==> src/rtl/fb_write_ctrl.sv <==
// -----------------------------------------------------------------------------
// fb_write_ctrl
//   Turns a stream of UART bytes into framebuffer writes.
//     0xxxxxxx : pixel, value = byte[6:0], written at the running write address
//     10xxxxxx : SYNC, running write address returns to 0
//     11cccccc : CLEAR, fill the whole framebuffer with {1'b0, cccccc}
//   One byte can be held pending. The framebuffer write port is shared with
//   scanout, so a write only happens in a cycle where fb_grant is high.
//
// Ports
//   clk        : system clock, rising edge
//   rst        : asynchronous, active-low reset
//   rx_valid   : one-cycle strobe, rx_data holds a received byte
//   rx_data    : received byte
//   fb_grant   : framebuffer write port is free this cycle
//   fb_we      : framebuffer write enable (only ever high with fb_grant)
//   fb_addr    : framebuffer write address
//   fb_wdata   : pixel value written
//   busy       : a byte is pending or a clear is running
//   frame_done : one-cycle pulse alongside the write to the last address
//   overflow   : sticky, a received byte was dropped
// -----------------------------------------------------------------------------
module fb_write_ctrl #(
  parameter int H_RES  = 320,
  parameter int V_RES  = 240,
  parameter int ADDR_W = 17
) (
  input  logic              clk,
  input  logic              rst,
  input  logic              rx_valid,
  input  logic [7:0]        rx_data,
  input  logic              fb_grant,
  output logic              fb_we,
  output logic [ADDR_W-1:0] fb_addr,
  output logic [6:0]        fb_wdata,
  output logic              busy,
  output logic              frame_done,
  output logic              overflow
);

  localparam int                FB_DEPTH  = H_RES * V_RES;
  localparam logic [ADDR_W-1:0] LAST_ADDR = ADDR_W'(FB_DEPTH - 1);
  localparam logic [ADDR_W-1:0] ADDR_ONE  = ADDR_W'(1);

  typedef enum logic {
    ST_IDLE  = 1'b0,
    ST_CLEAR = 1'b1
  } state_t;

  state_t            state_reg,      state_next;
  logic              pend_valid_reg, pend_valid_next;
  logic [7:0]        pend_byte_reg,  pend_byte_next;
  logic [ADDR_W-1:0] wr_addr_reg,    wr_addr_next;
  logic [ADDR_W-1:0] clr_addr_reg,   clr_addr_next;
  logic [6:0]        fill_reg,       fill_next;
  logic              overflow_reg,   overflow_next;
  logic              accept;

  // A byte is only taken when nothing is pending and no clear is running;
  // anything else arriving is lost and flagged.
  assign accept = rx_valid && !pend_valid_reg && (state_reg == ST_IDLE);

  always_comb begin
    state_next      = state_reg;
    pend_valid_next = pend_valid_reg;
    pend_byte_next  = pend_byte_reg;
    wr_addr_next    = wr_addr_reg;
    clr_addr_next   = clr_addr_reg;
    fill_next       = fill_reg;
    overflow_next   = overflow_reg;
    fb_we           = 1'b0;
    fb_addr         = wr_addr_reg;
    fb_wdata        = pend_byte_reg[6:0];
    frame_done      = 1'b0;

    case (state_reg)
      ST_IDLE: begin
        if (pend_valid_reg) begin
          if (!pend_byte_reg[7]) begin
            // Pixel: waits in pending until the port is granted.
            if (fb_grant) begin
              fb_we           = 1'b1;
              pend_valid_next = 1'b0;
              if (wr_addr_reg == LAST_ADDR) begin
                wr_addr_next = '0;
                frame_done   = 1'b1;
              end else begin
                wr_addr_next = wr_addr_reg + ADDR_ONE;
              end
            end
          end else if (!pend_byte_reg[6]) begin
            // SYNC needs no port access, so it retires regardless of grant.
            wr_addr_next    = '0;
            pend_valid_next = 1'b0;
          end else begin
            state_next      = ST_CLEAR;
            clr_addr_next   = '0;
            fill_next       = {1'b0, pend_byte_reg[5:0]};
            pend_valid_next = 1'b0;
          end
        end
      end

      ST_CLEAR: begin
        fb_addr  = clr_addr_reg;
        fb_wdata = fill_reg;
        if (fb_grant) begin
          fb_we = 1'b1;
          if (clr_addr_reg == LAST_ADDR) begin
            frame_done    = 1'b1;
            wr_addr_next  = '0;
            clr_addr_next = '0;
            state_next    = ST_IDLE;
          end else begin
            clr_addr_next = clr_addr_reg + ADDR_ONE;
          end
        end
      end

      default: state_next = ST_IDLE;
    endcase

    // accept implies pending is empty, so this never collides with a retire.
    if (accept) begin
      pend_valid_next = 1'b1;
      pend_byte_next  = rx_data;
    end
    if (rx_valid && !accept) begin
      overflow_next = 1'b1;
    end
  end

  always_ff @(posedge clk or negedge rst) begin
    if (!rst) begin
      state_reg      <= ST_IDLE;
      pend_valid_reg <= 1'b0;
      pend_byte_reg  <= '0;
      wr_addr_reg    <= '0;
      clr_addr_reg   <= '0;
      fill_reg       <= '0;
      overflow_reg   <= 1'b0;
    end else begin
      state_reg      <= state_next;
      pend_valid_reg <= pend_valid_next;
      pend_byte_reg  <= pend_byte_next;
      wr_addr_reg    <= wr_addr_next;
      clr_addr_reg   <= clr_addr_next;
      fill_reg       <= fill_next;
      overflow_reg   <= overflow_next;
    end
  end

  assign busy     = pend_valid_reg || (state_reg == ST_CLEAR);
  assign overflow = overflow_reg;

endmodule

==> config.mk <==
export PLATFORM = sky130hd
export DESIGN_NAME = fb_write_ctrl
export DESIGN_NICKNAME = d
export VERILOG_FILES = /design/src/rtl/fb_write_ctrl.sv
export SDC_FILE = /design/constraint.sdc
export NUM_CORES = 1
export LEC_CHECK = 0
export BUFFER_PORTS_ARGS = -buffer_cell sky130_fd_sc_hd__buf_2
export CORE_AREA = 3 3 90 92
export DETAILED_ROUTE_END_ITERATION = 12
export DIE_AREA = 0 0 93 95
export PLACE_DENSITY_LB_ADDON = 0.15
export SETUP_SLACK_MARGIN = 0.02
export SYNTH_ARGS = -nofsm -noshare
export SYNTH_HDL_FRONTEND = slang
export SYNTH_SLANG_ARGS = --single-unit
export TNS_END_PERCENT = 50
==> constraint.sdc <==
create_clock -name clk -period 1.7 [get_ports clk]
set_input_delay 0.255 -clock clk [delete_from_list [all_inputs] [get_ports clk]]
set_output_delay 0.255 -clock clk [all_outputs]
set_load 0.02 [all_outputs]
# [Word-level counts from Yosys, hierarchy flattened]
# Index checks and enable logic that the tools add are counted.
[word_totals] out_inout_bits=28 regBits=51
[classes] n_reduce_logical=9 eq_ne=10 bitwise=1 mux=38 addsub=2
[op_table] cell="two-way mux 17 bit" n=13
[op_table] cell="one-hot mux 17 bit (2 select lines)" n=2
[op_table] cell="adder 17 x 1 -> 17 bit, second input constant" n=2
[op_table] cell="== test 17 bit, second input constant" n=2
[op_table] cell="two-way mux 1 bit" n=19
[op_table] cell="inequality test 2 bit, second input constant" n=4
[op_table] cell="AND reduction 4 bit" n=2
[op_table] cell="two-way mux 7 bit" n=1
[op_table] cell="inequality test 3 bit, second input constant" n=2
[op_table] cell="one-hot mux 1 bit (2 select lines)" n=3
[op_table] cell="AND reduction 5 bit" n=1
[op_table] cell="inequality test 2 x 1 -> 1 bit, second input constant" n=2
[op_table] cell="logical AND 1 bit" n=3
[op_table] cell="zero test 1 bit" n=2
[op_table] cell="logical OR 1 bit" n=1
[op_table] cell="inverter 1 bit" n=1

# [Logic depth before layout (Yosys ltp)]
[depth] word_depth=6 ltp_mapped=8 depth_no_buf=6

# [Worst setup path before layout]
# Ideal clock, no wire load.
[synth_timing] path_kind="register to output" from="reg clr_addr_reg[0]" to="out frame_done" arrival_time_ps=1751 path_slack_ps=-306 path_stages_with_launch=7 path_buffers=0 required_ps=1445 cell_sequence="dfrtp_1 ha_1 nand2_1 or4_4 or3_1 nor2_1 o21a_1"
[synth_between] elab_chain_cells=4
[synth_lines] item="start, declared" line="54" source="logic [ADDR_W-1:0] clr_addr_reg, clr_addr_next;"
[synth_lines] item="start signal, assigned" line="147" source="clr_addr_reg <= clr_addr_next;"
[synth_lines] item="== test 17 bit" line="109" source="if (clr_addr_reg == LAST_ADDR) begin"
[synth_lines] item="two-way mux 1 bit" line="109"
[synth_lines] item="two-way mux 1 bit" line="107" source="if (fb_grant) begin"
[synth_lines] item="one-hot mux 1 bit (2 select lines)" line="76" source="case (state_reg)"
[synth_lines] item="end, declared" line="37" source="output logic frame_done,"
# Every way passes these cells.

# [Worst setup path in the final report]
[layout_timing] from="reg clr_addr_reg[1]" to="out frame_done"
# Same word-level chain as after synthesis.

==> run metrics <==
status finished with violations; clock edge transition at the registers on the reported setup and hold paths around 0.10 ns; library cells used by synthesis between 50 and 60; crit-path cells ha_2, nand2_2, or4_4, or3_4, nor2_2, o21a_2, buf_6; RD Place Congestion 0.795; Largest delay share family, worst path simple AND/OR/NAND/NOR gates; Port-buffer cells 39; Syn Inst Count 293; Finish-stage setup viols 38; core area 7290 um^2; final worst slack -0.616 ns; 1st-pass router iterations 4; worst reg2reg setup slack -0.27 ns; grt ovf 0; RSZ-0062 raised after global routing true; Max Clock Freq 432 MHz; max incr delay on CP 0.42 ns; violated checks setup timing; Finished Core Util 63.3%; Tcrit/Tclk final 136%; initial core utilization 40.1%; Area growth syn-to-layout 57.8%; Buf/Inv on CP 1; flops & latches, synth 51; drt total wl 8.50 mm; Post-synth EDFFs 0; pre-CTS WS -0.341 ns; CTS Buf Count 5; routing usage on met3 3.90%; # nets final 444; post-DP HPWL about 5.6 mm; Initial DRC Count approximately 120; Final ANT Viol Nets 0; Clock Latency Late Sink 0.31 ns; Placement Cell Area roughly 3800 um^2; Comb pwr share 27.4%; Worst Hold Class in2reg; Setup crit start clr_addr_reg[1]$_DFFE_PN0P_; DIE HEIGHT 95 um; Layout fillers between 600 and 700; pin count of the biggest net entering global routing between 50 and 60; number of cells on the critical path 7; syn_area_per_cell 9.98 um^2; skew final ~0.010 ns; net switching power 0.881 mW; Global Route Usage Sum 20.3%; Worst setup SP type flop; I/O pins 40; WP data arrival approximately 2.1 ns; placed cells 495; R2R depth 9; initial antenna violation count 0; routed length per instance 16.0 um; number of hold violations in the final report 0; ys flop type dfrtp_1; CTS Buffer Depth 2; Synth Warn # 0; Post-Syn Nets 307; static leakage around 2.2 nW; Clock power frac 29.2%; met1 Use GR a little over a quarter; setup TNS -4.79 ns; Reg2Reg Capture Point clr_addr_reg[12]$_DFFE_PN0P_; Crit Reg-Reg Startpoint clr_addr_reg[1]$_DFFE_PN0P_; minimum clock period 2.32 ns; Reg power frac 43.4%; area share of the largest cell type after synthesis roughly 44%; antenna cells 0; CP max FO 2; internal power 2.22 mW; CP Data Required Time 1.44 ns; root buffer cell clkbuf_8; Most Crowded Layer GR met2; M2 GR Usage roughly a third; Power Density 673 nW/um^2; VDD IR max 0.429 mV; Worst Setup EP frame_done; Slowest cell on crit path or4_4; count leader, synth dfrtp_1; CTS tree done; Setup CP Type reg2out; Power Total slightly above 3 mW; Via Count about 2800; register area share after synthesis 43.6%; die area between 8000 and 9000 um^2; synth cell count leaders 51 x dfrtp_1, 34 x mux2_2, 29 x nand2_1; Die Wd 93 um; drt via density just over 5; Final Instance Area 4610 um^2; post-synthesis cell area roughly 2900 um^2; layout cells sized above 1 56.4%; hold slack final 0.174 ns; Sink Count 51; synth top area cells dfrtp_1 44%, mux2_2 13%, nand3_1 4.1%; vias in the first global route roughly 2900; first-pass GRT wire length 14.1 mm; max-slew violations 0; H-tree lvl count 2; sw frac 28.4%; top cell type by total area after synthesis dfrtp_1; Non-Filler Instances 530; max_slew headroom roughly 75%; row cnt 31; DRC Markers 0; ys async rst share 100%; Worst Setup End Kind output pin; Tightest Pin Transition 0.372 ns; MaxCap Viol Count 0
-- what timing repair did --
action	in CTS	in global routing
buffers inserted	12	11
pin swaps	12	5
hold buffers	1	0
hold endpoints to repair	51	0
endpoints found under the setup margin	56	59
gates cloned	6	0
resized for setup	76	41
-- per-layer routing --
metal / routed length, um / vias up / part of all wire, %
li1: - / 1337 / -
met1: 3940 / 1358 / 46
met2: 4180 / 52 / 49
met3: 307 / 7 / 3.6
met4: 77 / 0 / 0.91
met5: 0 / - / 0
-- cell type report --
cell class / instances / area (um^2) / area share (%)
Inverter: 8 / 30.0 / 0.651
Sequential cell: 51 / 1280 / 27.7
Clock buffer: 6 / 82.6 / 1.79
Clock inverter: 2 / 35.0 / 0.759
Timing Repair Buffer: 143 / 1290 / 27.9
Multi-Input combinational cell: 221 / 1780 / 38.5
Tap cell: 99 / 124 / 2.69
-- worst min path at each step --
| stage | startpoint | to | slack, ns | depth (start not counted) |
|---|---|---|---|---|
| 3_3_place_gp | rst | clr_addr_reg[6]$_DFFE_PN0P_ | 0.27 | 2 |
| 2_1_floorplan | rst | clr_addr_reg[0]$_DFFE_PN0P_ | -0.04 | 0 |
| 3_5_place_dp | rst | clr_addr_reg[3]$_DFFE_PN0P_ | 0.27 | 2 |
| 5_1_grt | rx_data[4] | pend_byte_reg[4]$_DFFE_PN0P_ | 0.17 | 2 |
| 6_report | rx_data[6] | pend_byte_reg[6]$_DFFE_PN0P_ | 0.17 | 2 |
| 4_1_cts | rx_data[6] | pend_byte_reg[6]$_DFFE_PN0P_ | 0.17 | 2 |
-- worst register-to-register path: stages, from the launching register on --
cell and delay, ns:
dfrtp_1 0.37, ha_2 0.19, nand2_2 0.05, or4_4 0.42
buf_4 0.14, o31a_1 0.28, nor2_4 0.14, buf_6 0.12
buf_12 0.10, nor2_1 0.04
-- logic make-up after synthesis --
kind of cell / share of synthesized area, %
DFF: 43.6
buffers and inverters: 3.81
AOI/OAI and AO/OA: 10.9
adders and majority gates: 0.856
muxes: 16.2
xor gates and xnor gates: 3.30
and+or+nand+nor: 21.3
-- cell usage in the layout, fill, tap and decap left out, drive strengths merged, types with 2 or more instances in the layout --
cell	instances
and3	5
and4	2
inv	8
nor2	22
nor3	3
buf	141
nand4	11
ha	2
mux2i	9
or2	4
mux2	34
and2	2
nand2	29
a21o	3
nand4bb	2
clkbuf	6
o21a	2
o41ai	3
nor3b	2
or3	2
dfrtp	51
xor2	9
nand3	24
a21oi	18
xnor2	2
o21ai	16
-- power by group through the flow --
stage	registers, mW	clock network, mW	logic, mW
floorplan	1.39	0	0.300
global placement	1.37	0	0.665
detailed placement	1.38	0	0.680
CTS	1.35	0.922	0.753
global route	1.35	0.956	0.923
finish	1.35	0.908	0.850
(Power assumes the default switching activity.)
